## config.mk

```make
export PLATFORM = sky130hd
export DESIGN_NAME = calc_seq_ctrl_flat
export DESIGN_NICKNAME = d
export VERILOG_FILES = /design/src/rtl/calc_seq_ctrl_pkg.sv /design/src/rtl/calc_seq_ctrl_if.sv /design/src/rtl/calc_seq_ctrl_alu.sv /design/src/rtl/calc_seq_ctrl.sv /design/src/flat_wrapper.sv
export SDC_FILE = /design/constraint.sdc
export NUM_CORES = 1
export LEC_CHECK = 0
export CAP_MARGIN = 20
export CORE_MARGIN = 10
export CORE_UTILIZATION = 59
export CTS_CLUSTER_DIAMETER = 50
export DETAILED_ROUTE_END_ITERATION = 10
export GPL_ROUTABILITY_DRIVEN = 0
export GPL_TIMING_DRIVEN = 0
export HOLD_SLACK_MARGIN = 0.03
export PLACE_DENSITY = 0.77
export SYNTH_ARGS = -nofsm -noshare
export SYNTH_HDL_FRONTEND = slang
export SYNTH_HIERARCHICAL = 1
export SYNTH_SLANG_ARGS = --single-unit
```

## constraint.sdc

```tcl
create_clock -name clk -period 3.39 [get_ports clk]
set_clock_uncertainty 0.15 [all_clocks]
set_input_delay 0.678 -clock clk [delete_from_list [all_inputs] [get_ports clk]]
set_output_delay 0.678 -clock clk [all_outputs]
set_load 0.02 [all_outputs]
```

## src/rtl/calc_seq_ctrl_pkg.sv

```systemverilog
// calc_pkg: FSM states, ALU ops and key codes shared by calc_seq_ctrl (CALC_MUL_EN adds the multiply key)
package calc_pkg;

   // WAIT_EQ reuses the GET_A encoding: operand A is taken directly from IDLE
   typedef enum logic [2:0] {
      IDLE    = 3'd0,
      WAIT_EQ = 3'd1,
      GET_OP  = 3'd2,
      GET_B   = 3'd3,
      EXEC    = 3'd4,
      SHOW_LO = 3'd5,
      SHOW_HI = 3'd6
   } state_t;

   typedef enum logic [1:0] {ADD, SUB, MUL} op_t;

   localparam logic [3:0] KEY_ADD = 4'hA;
   localparam logic [3:0] KEY_SUB = 4'hB;
   localparam logic [3:0] KEY_MUL = 4'hC;
   localparam logic [3:0] KEY_EQ  = 4'hE;
   localparam logic [3:0] KEY_CLR = 4'hF;

   function automatic logic is_digit(input logic [3:0] k);
      return k <= 4'd9;
   endfunction

endpackage

```

## src/rtl/calc_seq_ctrl_if.sv

```systemverilog
// calc_seq_ctrl_if: keypad strobe in, decoder/latch drive and status out
interface calc_seq_ctrl_if;
   logic       key_valid;
   logic [3:0] key_code;
   logic       key_ready;
   logic [3:0] dec_in;
   logic       out_en;
   logic       nib_sel;
   logic       neg;
   logic       err;
   logic [2:0] state_o;

   modport master (output key_valid, key_code,
                   input  key_ready, dec_in, out_en, nib_sel, neg, err, state_o);
   modport slave  (input  key_valid, key_code,
                   output key_ready, dec_in, out_en, nib_sel, neg, err, state_o);
endinterface

```

## src/rtl/calc_seq_ctrl_alu.sv

```systemverilog
// calc_alu: combinational add / sign-magnitude subtract / optional multiply (CALC_MUL_EN)
module calc_alu
   import calc_pkg::*;
#(
   parameter int OPW = 4
) (
   input  logic [OPW-1:0]   a,
   input  logic [OPW-1:0]   b,
   input  op_t              op,
   output logic [2*OPW-1:0] result,
   output logic             neg
);

   logic [2*OPW-1:0] a_x, b_x, prod;

   assign a_x = (2*OPW)'(a);
   assign b_x = (2*OPW)'(b);

`ifdef CALC_MUL_EN
   assign prod = a_x * b_x;
`else
   assign prod = '0;
`endif

   // subtraction reports magnitude plus a sign flag; other ops are never negative
   always_comb begin
      neg    = (op == SUB) && (a < b);
      result = (op == SUB) ? (neg ? b_x - a_x : a_x - b_x) :
               (op == MUL) ? prod : a_x + b_x;
   end

endmodule

```

## src/rtl/calc_seq_ctrl.sv

```systemverilog
// calc_seq_ctrl: keypad-driven A op B = sequencer showing the 8-bit result nibble by nibble (CALC_MUL_EN enables 0xC)
module calc_seq_ctrl
   import calc_pkg::*;
#(
   parameter int HOLD_CYCLES = 4,
   parameter int OPW         = 4
) (
   input logic             clk,
   input logic             rst_n,
   calc_seq_ctrl_if.slave  bus
);

   state_t           state_q, state_d;
   op_t              op_q, op_d, k_opv;
   logic [OPW-1:0]   a_q, a_d, b_q, b_d, k_val;
   logic [2*OPW-1:0] res_q, res_d, alu_res;
   logic [7:0]       cnt_q, cnt_d;
   logic [3:0]       dec_q, dec_d;
   logic             oen_q, oen_d, sel_q, sel_d, neg_q, neg_d, err_q, err_d;
   logic             alu_neg, rdy, acc, k_dig, k_op, k_eq, k_clr, k_bad;

   calc_alu #(.OPW(OPW)) u_alu (
      .a      (a_q),
      .b      (b_q),
      .op     (op_q),
      .result (alu_res),
      .neg    (alu_neg)
   );

   // keys are refused only while the result is being computed or the low nibble shown
   assign rdy           = !(state_q inside {EXEC, SHOW_LO});
   assign bus.key_ready = rdy;
   assign bus.dec_in    = dec_q;
   assign bus.out_en    = oen_q;
   assign bus.nib_sel   = sel_q;
   assign bus.neg       = neg_q;
   assign bus.err       = err_q;
   assign bus.state_o   = state_q;

   // classify the incoming key; anything unrecognised is an illegal code
   always_comb begin
      acc   = bus.key_valid && rdy;
      k_val = OPW'(bus.key_code);
      k_dig = is_digit(bus.key_code);
      k_eq  = bus.key_code == KEY_EQ;
      k_clr = bus.key_code == KEY_CLR;
      k_opv = (bus.key_code == KEY_SUB) ? SUB : (bus.key_code == KEY_MUL) ? MUL : ADD;
`ifdef CALC_MUL_EN
      k_op  = bus.key_code inside {KEY_ADD, KEY_SUB, KEY_MUL};
`else
      k_op  = bus.key_code inside {KEY_ADD, KEY_SUB};
`endif
      k_bad = !(k_dig || k_op || k_eq || k_clr);
   end

   // next state, operand capture, display sequencing and error flag
   always_comb begin
      state_d = state_q;
      op_d    = op_q;
      a_d     = a_q;
      b_d     = b_q;
      res_d   = res_q;
      cnt_d   = cnt_q;
      dec_d   = dec_q;
      oen_d   = 1'b0;
      sel_d   = sel_q;
      neg_d   = neg_q;
      err_d   = err_q;
      case (state_q)
         EXEC: begin
            res_d   = alu_res;
            neg_d   = alu_neg;
            dec_d   = alu_res[3:0];
            sel_d   = 1'b0;
            oen_d   = 1'b1;
            cnt_d   = 8'(HOLD_CYCLES);
            state_d = SHOW_LO;
         end
         SHOW_LO: begin
            if (cnt_q == 8'd1) begin
               dec_d   = res_q[7:4];
               sel_d   = 1'b1;
               oen_d   = 1'b1;
               state_d = SHOW_HI;
            end else begin
               cnt_d = cnt_q - 8'd1;
            end
         end
         default: begin
            if (acc) begin
               if (k_clr) begin
                  state_d = IDLE;
                  a_d     = '0;
                  b_d     = '0;
                  res_d   = '0;
                  neg_d   = 1'b0;
                  err_d   = 1'b0;
                  dec_d   = '0;
                  sel_d   = 1'b0;
               end else if (k_bad) begin
                  err_d = 1'b1;
               end else begin
                  case (state_q)
                     IDLE, GET_OP: begin
                        if (k_dig) begin
                           a_d     = k_val;
                           state_d = GET_OP;
                        end else if (k_op && state_q == GET_OP) begin
                           op_d    = k_opv;
                           state_d = GET_B;
                        end else begin
                           err_d = 1'b1;
                        end
                     end
                     GET_B, WAIT_EQ: begin
                        if (k_dig) begin
                           b_d     = k_val;
                           state_d = WAIT_EQ;
                        end else if (k_eq && state_q == WAIT_EQ) begin
                           state_d = EXEC;
                        end else begin
                           err_d = 1'b1;
                        end
                     end
                     SHOW_HI: begin
                        if (k_dig) begin
                           a_d     = k_val;
                           err_d   = 1'b0;
                           state_d = GET_OP;
                        end else if (k_op) begin
                           a_d     = OPW'(res_q[3:0]);
                           op_d    = k_opv;
                           state_d = GET_B;
                        end else begin
                           err_d = 1'b1;
                        end
                     end
                     default: ;
                  endcase
               end
            end
         end
      endcase
   end

   // state and output registers, cleared asynchronously
   always_ff @(posedge clk or negedge rst_n) begin
      if (!rst_n) begin
         state_q <= IDLE;
         op_q    <= ADD;
         a_q     <= '0;
         b_q     <= '0;
         res_q   <= '0;
         cnt_q   <= '0;
         dec_q   <= '0;
         oen_q   <= 1'b0;
         sel_q   <= 1'b0;
         neg_q   <= 1'b0;
         err_q   <= 1'b0;
      end else begin
         state_q <= state_d;
         op_q    <= op_d;
         a_q     <= a_d;
         b_q     <= b_d;
         res_q   <= res_d;
         cnt_q   <= cnt_d;
         dec_q   <= dec_d;
         oen_q   <= oen_d;
         sel_q   <= sel_d;
         neg_q   <= neg_d;
         err_q   <= err_d;
      end
   end

endmodule

```

## src/flat_wrapper.sv

```systemverilog
// flat-port wrapper written by rule: the top's interface ports become plain ports
module calc_seq_ctrl_flat import calc_pkg::*;
#(
   parameter int HOLD_CYCLES = 4,
   parameter int OPW         = 4
)
  (clk, rst_n, bus_key_valid, bus_key_code, bus_key_ready, bus_dec_in, bus_out_en, bus_nib_sel, bus_neg, bus_err, bus_state_o);
  calc_seq_ctrl_if bus_i ();
  input logic clk;
  input logic rst_n;
  input wire logic [$bits(bus_i.key_valid)-1:0] bus_key_valid;
  input wire logic [$bits(bus_i.key_code)-1:0] bus_key_code;
  output wire logic [$bits(bus_i.key_ready)-1:0] bus_key_ready;
  output wire logic [$bits(bus_i.dec_in)-1:0] bus_dec_in;
  output wire logic [$bits(bus_i.out_en)-1:0] bus_out_en;
  output wire logic [$bits(bus_i.nib_sel)-1:0] bus_nib_sel;
  output wire logic [$bits(bus_i.neg)-1:0] bus_neg;
  output wire logic [$bits(bus_i.err)-1:0] bus_err;
  output wire logic [$bits(bus_i.state_o)-1:0] bus_state_o;
  assign bus_i.key_valid = bus_key_valid;
  assign bus_i.key_code = bus_key_code;
  assign bus_key_ready = bus_i.key_ready;
  assign bus_dec_in = bus_i.dec_in;
  assign bus_out_en = bus_i.out_en;
  assign bus_nib_sel = bus_i.nib_sel;
  assign bus_neg = bus_i.neg;
  assign bus_err = bus_i.err;
  assign bus_state_o = bus_i.state_o;
  calc_seq_ctrl #(.HOLD_CYCLES(HOLD_CYCLES), .OPW(OPW)) u_core (.clk(clk), .rst_n(rst_n), .bus(bus_i));
endmodule
```

==> run_results.csv, run 1 <==
group,metric,value,unit
clocking,ctsResizeCount,0,
timing,hold_violations,0,
floorplanning,die_area,0.00752,mm2
global_route,antenna_found_initial,0,
logic_synthesis,synthAdderAreaFrac,9.44,%
worst_hold_path,hold_depth,1,
critical_path,slowest_delay,630,ps
logic_synthesis,synth_common_cells,"dfrtp_1 (37), inv_1 (30), o21ai_0 (24), nand2_1 (19)",
worst_hold_path,worstHoldStart,"u_core/bus.nib_sel$_DFFE_PN0P_",
clocking,clockBufferDepth,2,
clocking,postCtsSetupRepairBufs,0,
logic_synthesis,syn_avg_cell_area,9.31,um2
clocking,clock-sinks,37,
global_route,grt.overflow.total,0,
clocking,path_clk_slew,80,ps
logic_synthesis,syn_area,0.00263,mm2
final_layout,areaGrowthSynthToFinish,13.5,%
logic_synthesis,synth_edf_count,0,
logic_synthesis,synth-compound-area-share,25.1,%
critical_path,r2r_setup_slack,690,ps
critical_path,crit_path_end_kind,"output port",
final_layout,fin_cells,360,
floorplanning,rows,24,
logic_synthesis,yosys_register_bits,37,
timing,slew_violations,0,
job,maxCapViolations,0,
floorplanning,dieWidth,86.7,um
drt,wire_per_inst,16.2,um
final_layout,antennaDiodeCount,0,
global_route,grt_usage,16.1,%
timing,fmax,353,MHz
floorplanning,io_pins,19,
drt,drt_iter0_drc,132,
final_layout,layout.nets,332,
worst_hold_path,worst_hold_path.endpoint,"u_core/bus.nib_sel$_DFFE_PN0P_",
global_route,grt_max_degree,38,
logic_synthesis,synthDistinctLibCells,57,
floorplanning,fp.dieH,86.7,um
timing,max_slew.worst_pin.slew,848,ps
logic_synthesis,synth_top_area_cell,"dfrtp_1",
drt,drtAntennaViolNets,0,
global_route,use_met1,19.0,%
critical_path,reg2reg_from,"u_core/a_q[1]$_DFFE_PN0P_",
pwr,power_density,935,mW/mm2
logic_synthesis,synth_xor_area_share,1.33,%
drt,vias_per_cell,5.93,
timing,hold_ws,334,ps
critical_path,r2r_end,"u_core/bus.dec_in[1]$_DFFE_PN0P_",
logic_synthesis,synth_area_leaders,"dfrtp_1 (35%), ha_1 (7.1%), o21ai_0 (4.6%)",
logic_synthesis,synth_top_area_share,35.3,%
critical_path,critPathKind,"reg -> out",
drt,vias,2135,
timing,period_share,83.6,%
critical_path,critPathRequiredTime,2560,ps
logic_synthesis,ys_seq_area_share,35.3,%
critical_path,reg2reg_depth,9,
final_layout,drive_above_1_share,13.3,%
logic_synthesis,syn-instance-count,282,
logic_synthesis,synthSimpleGateAreaFrac,17.9,%
timing,slew_headroom,43.5,%
timing,setup_viol,0,
clocking,cts_tree,"yes",
floorplanning,coreArea,0.00432,mm2
critical_path,start_kind,"register",
logic_synthesis,synth.most_common_cell,"dfrtp_1",
global_route,grt_pass1_vias,2118,
outcome,outcome,"finished clean",
critical_path,slowest_stage,"clkdlybuf4s50_1",
global_route,grtUsageMet3,4.13,%
placement,io_buffers,18,
final_layout,post-route-util,68.9,%
clocking,cts_hold_buf,0,
timing,fin_crit,2830,ps
placement,post-dp-hpwl,4330,um
timing,rsz0062_at_grt,"no",
drt,drt_pass1_iterations,5,
clocking,cts.htree.levels,2,
clocking,cts-root-buf,"clkbuf_8",
clocking,clk_latency,290,ps
worst_hold_path,hold_path_class,"reg -> reg",
logic_synthesis,synth_top_family_by_area,"compound AO/OA/AOI/OAI gates",
timing,fin_tns_setup,0,ps
pwr,ir_worst_vdd,0.475,mV
floorplanning,initial_core_util,60.7,%
critical_path,crit_fanout,10,
pwr,p_total,2.79,mW
drt,remaining_drc_errors,0,
pwr,power.leakage,1.37,nW
logic_synthesis,synth.net_count,307,
logic_synthesis,synth_ff_type,"dfrtp_1",
clocking,cts_buffers,5,
logic_synthesis,ys_warn_count,6,
logic_synthesis,synthMuxAreaShare,3.34,%
placement,dp_cells,352,
logic_synthesis,synthArstFlopShare,100,%
critical_path,cp_cell_sequence,"nor2b_1 -> buf_2 -> inv_4 -> buf_4 -> clkdlybuf4s50_1",
drt,wl,5830,um
global_route,busiest_layer,"met2",
global_route,met2_usage,28.1,%
critical_path,arrival,2010,ps
global_route,grt_pass1_wl,9930,um
cells in the final DEF (no fill, tap or decap), types with 5 or more instances in the layout:
master | netlist | routed
inv_1 | 30 | 30
nand2_1 | 19 | 19
a21o_1 | 5 | 5
ha_1 | 15 | 15
and2_1 | 5 | 5
dfrtp_1 | 37 | 37
nor2b_1 | 12 | 12
o21ai_0 | 24 | 24
clkdlybuf4s50_1 | 0 | 17
nand3_1 | 6 | 6
clkbuf_8 | 0 | 5
a21oi_1 | 14 | 14
a22o_1 | 12 | 12
nor2_1 | 15 | 15
nor3_1 | 5 | 5
mux2_2 | 6 | 6
buf_2 | 7 | 8
critical path: cells and delay by family, from the launching register on:
kind / cells / cell delay (ps)
AND/OR/NAND/NOR: 1 / 70
buffers and inverters: 4 / 1130
flip-flops: 1 / 510
power breakdown:
| part | leakage, nW | switching, mW | internal (mW) |
|---|---|---|---|
| clock network | 0.0543 | 0.168 | 0.220 |
| registers | 0.464 | 0.198 | 0.615 |
| logic | 0.856 | 0.852 | 0.734 |
worst max-delay path by stage:
stage          cells past startpoint  slack [ps]                         startpoint                           endpoint
2_1_floorplan                      9         980          u_core/a_q[1]$_DFFE_PN0P_   u_core/bus.dec_in[1]$_DFFE_PN0P_
5_1_grt                            5         430  u_core/bus.state_o[1]$_DFFE_PN0P_                      bus_key_ready
6_report                           5         560  u_core/bus.state_o[1]$_DFFE_PN0P_                      bus_key_ready
3_5_place_dp                       8         680                    bus_key_code[1]  u_core/bus.state_o[0]$_DFFE_PN0P_
4_1_cts                            5         510  u_core/bus.state_o[1]$_DFFE_PN0P_                      bus_key_ready
3_3_place_gp                       1         620                              rst_n        u_core/cnt_q[0]$_DFFE_PN0P_
sequential cells by signal (all words and copies together) (netlist names), 2 cells and up:
| name | flops |
|---|---|
| u_core/a_q | 4 |
| u_core/b_q | 4 |
| u_core/bus.dec_in | 4 |
| u_core/bus.state_o | 3 |
| u_core/cnt_q | 8 |
| u_core/op_q | 2 |
| u_core/res_q | 8 |
layout make-up:
class | count | area (um2)
plain buffers | 14 | 81.3
clock buffers | 5 | 68.8
clock inverters | 3 | 46.3
fillers | 346 | 1340
inverters | 31 | 119
multi-input cells | 200 | 1500
flip-flops and latches | 37 | 926
well taps | 52 | 65.1
repair buffers | 18 | 175
metrics by stage:
stage	instance area, um2	worst slack, ps
after global placement	2870	620
final	2980	555
after detailed placement	2870	680
after floorplan	2630	984
after global routing	2980	429
after CTS	2980	512
kinds of logic after synthesis:
group           Yosys count
buf+inv                  45
flops                    37
mux                       8
compound gates           90
xor+xnor                  4
simple gates             80
fa+ha+maj                18
layer usage:
layer	wire length (um)	part of all wire [%]	up-vias
li1	-	-	1053
met4	41	0.70	0
met2	2890	50	59
met5	0	0	-
met1	2590	44	1019
met3	308	5.3	4
(Power assumes the default switching activity.)
==> run 2: changes to the inputs <==
--- a/config.mk
+++ b/config.mk
@@ -7,13 +7,13 @@
 export LEC_CHECK = 0
 export CAP_MARGIN = 20
 export CORE_MARGIN = 10
-export CORE_UTILIZATION = 59
+export CORE_UTILIZATION = 53
 export CTS_CLUSTER_DIAMETER = 50
 export DETAILED_ROUTE_END_ITERATION = 10
 export GPL_ROUTABILITY_DRIVEN = 0
 export GPL_TIMING_DRIVEN = 0
 export HOLD_SLACK_MARGIN = 0.03
-export PLACE_DENSITY = 0.77
+export PLACE_DENSITY = 0.73
 export SYNTH_ARGS = -nofsm -noshare
 export SYNTH_HDL_FRONTEND = slang
 export SYNTH_HIERARCHICAL = 1
==> constraint.sdc (replaced) <==
create_clock -name clk -period 2.5 [get_ports clk]
set_clock_uncertainty 0.15 [all_clocks]
set_input_delay 0.5 -clock clk [delete_from_list [all_inputs] [get_ports clk]]
set_output_delay 0.5 -clock clk [all_outputs]
set_load 0.02 [all_outputs]
==> run 2 against run 1 <==
  * Highest routed layer unchanged
  * Clock-buffer cell count did not move
  * Power rose by 48%
  * Clock power rose by 65%
  * Sequential power rose by 35%
  * Combinational power rose by 50%
  * Critical path depth rose by 4
  * Sequential share of layout area fell by 1.3 points
  * Non-clock buffer count rose by 8
  * Core utilization fell by 3.2 points
  * Final area rose by 4.8%
==> run_results.csv, run 2 (same netlist as run 1, synthesis figures left out) <==
group,metric,value,unit
critical_path,crit_fanout,5,
timing,rsz0062_at_grt,"yes",
timing,hold_violations,0,
critical_path,cp_cell_sequence,"inv_4 -> ha_4 -> nor2b_4 -> o31a_4 -> nor3_4 -> nor3_2 -> a221o_1 -> a222oi_1 -> inv_1",
drt,wire_per_inst,16.0,um
drt,vias,2198,
critical_path,slowest_delay,450,ps
pwr,ir_worst_vdd,0.711,mV
final_layout,layout_common_cells,"dfrtp_1 (33), inv_1 (28), o21ai_0 (23)",
global_route,grt_max_degree,38,
clocking,clk_latency,300,ps
clocking,cts_buffers,5,
timing,period_share,98.4,%
clocking,clock-sinks,37,
global_route,grt_pass1_vias,2235,
pwr,p_total,4.12,mW
job,maxCapViolations,0,
timing,slew_headroom,45.9,%
floorplanning,rows,25,
global_route,grt_pass1_wl,10400,um
drt,remaining_drc_errors,0,
pwr,power.leakage,1.42,nW
critical_path,start_kind,"register",
floorplanning,fp.dieH,90.4,um
final_layout,fin_cells,383,
final_layout,drive_above_1_share,18.7,%
final_layout,areaGrowthSynthToFinish,19.0,%
pwr,power_density,1320,mW/mm2
drt,wl,6130,um
global_route,grt.overflow.total,0,
outcome,outcome,"finished clean",
placement,io_buffers,18,
floorplanning,io_pins,19,
global_route,antenna_found_initial,0,
worst_hold_path,hold_path_class,"in -> async",
critical_path,crit_path_end_kind,"register",
clocking,cts.htree.levels,2,
floorplanning,die_area,0.00817,mm2
final_layout,final_common_cell,"dfrtp_1",
final_layout,fillers,414,
floorplanning,dieWidth,90.4,um
final_layout,antennaDiodeCount,0,
critical_path,slowest_stage,"dfrtp_2",
placement,place_ws,-156,ps
placement,placed_cell_area,0.00288,mm2
drt,drtAntennaViolNets,0,
critical_path,cp_top_family,"compound AO/OA/AOI/OAI gates",
final_layout,post-route-util,65.7,%
final_layout,reg_top3,"u_core/cnt_q (8), u_core/res_q (8)",
final_layout,fin_area,0.00312,mm2
placement,dp_cells,367,
clocking,cts-root-buf,"clkbuf_8",
drt,drt_iter0_drc,128,
clocking,clockBufferDepth,2,
placement,post-dp-hpwl,4350,um
global_route,grt_usage,14.9,%
drt,drt_pass1_iterations,5,
critical_path,critPathKind,"reg -> reg",
floorplanning,initial_core_util,55.2,%
timing,setup_viol,0,
final_layout,layout.nets,340,
timing,setup_ws,41.1,ps
drt,vias_per_cell,5.74,
timing,max_slew.worst_pin.slew,811,ps
clocking,cts_tree,"yes",
timing,slew_violations,0,
clocking,cts_hold_buf,0,
clocking,path_clk_slew,80,ps
critical_path,critPathRequiredTime,2540,ps
critical_path,timing.critical_path.buf_inv,2,
timing,fmax,407,MHz
timing,fin_crit,2460,ps
floorplanning,coreArea,0.00475,mm2
critical_path,arrival,2500,ps
==> run 2: cell types whose count changed in the layout (fill, tap and decap cells not counted), moves of 2 or more <==
| cell | previous run | this run |
|---|---|---|
| dfrtp_1 | 37 | 33 |
| dfrtp_2 | 0 | 4 |
| ha_4 | 0 | 2 |
| ha_1 | 15 | 12 |
| inv_1 | 30 | 28 |
| buf_4 | 3 | 10 |
==> run 2: repair_timing <==
item / CTS / global route
setup buffers: 1 / 7
pin swaps: 0 / 3
resized for setup: 4 / 10
setup endpoints to repair: 5 / 2
==> run 2: cell type report <==
type                            count  area [um2]  area share [%]
Timing Repair Buffer               26         238            7.61
Sequential cell                    37         931            29.8
Tap cell                           67        83.8            2.68
Clock inverter                      3        68.8            2.20
Buffer                             14        81.3            2.60
Clock buffer                        5        68.8            2.20
Inverter                           31         121            3.88
Multi-Input combinational cell    200        1530            49.0
==> run 2: worst paths after layout <==
| check | from | endpoint | slack [ps] | cells past startpoint |
|---|---|---|---|---|
| min in group clk | u_core/bus.nib_sel$_DFFE_PN0P_ | u_core/bus.nib_sel$_DFFE_PN0P_ | 330 | 1 |
| worst max register to register | u_core/a_q[1]$_DFFE_PN0P_ | u_core/bus.dec_in[1]$_DFFE_PN0P_ | 40 | 9 |
| worst min register to register | u_core/bus.nib_sel$_DFFE_PN0P_ | u_core/bus.nib_sel$_DFFE_PN0P_ | 330 | 1 |
| worst max-delay path | u_core/a_q[1]$_DFFE_PN0P_ | u_core/bus.dec_in[1]$_DFFE_PN0P_ | 40 | 9 |
| max in group asynchronous | rst_n | u_core/bus.state_o[1]$_DFFE_PN0P_ | 1500 | 1 |
| worst min-delay path | rst_n | u_core/op_q[1]$_DFFE_PN0P_ | 140 | 1 |
==> run 2: layer usage <==
| metal | share of wire, % | vias to the layer above | global-route usage, % |
|---|---|---|---|
| met3 | 5.5 | 5 | 3.74 |
| met5 | 0 | - | 0 |
| met4 | 1.0 | 0 | 4.77 |
| li1 | - | 1068 | - |
| met1 | 44 | 1065 | 17.8 |
| met2 | 49 | 60 | 25.6 |
==> run 2: per-stage QoR <==
| step | TNS [ps] | hold slack, ps |
|---|---|---|
| finish | 0 | 142 |
| global route | -70.4 | 205 |
| CTS | 0 | 181 |
| detailed placement | -331 | 315 |
| floorplan | 0 | 54.4 |
| global placement | -3940 | 315 |
==> run 2: power breakdown <==
part	switching, mW	internal (mW)
Clock	0.239	0.402
Combinational	1.23	1.15
Sequential	0.262	0.841
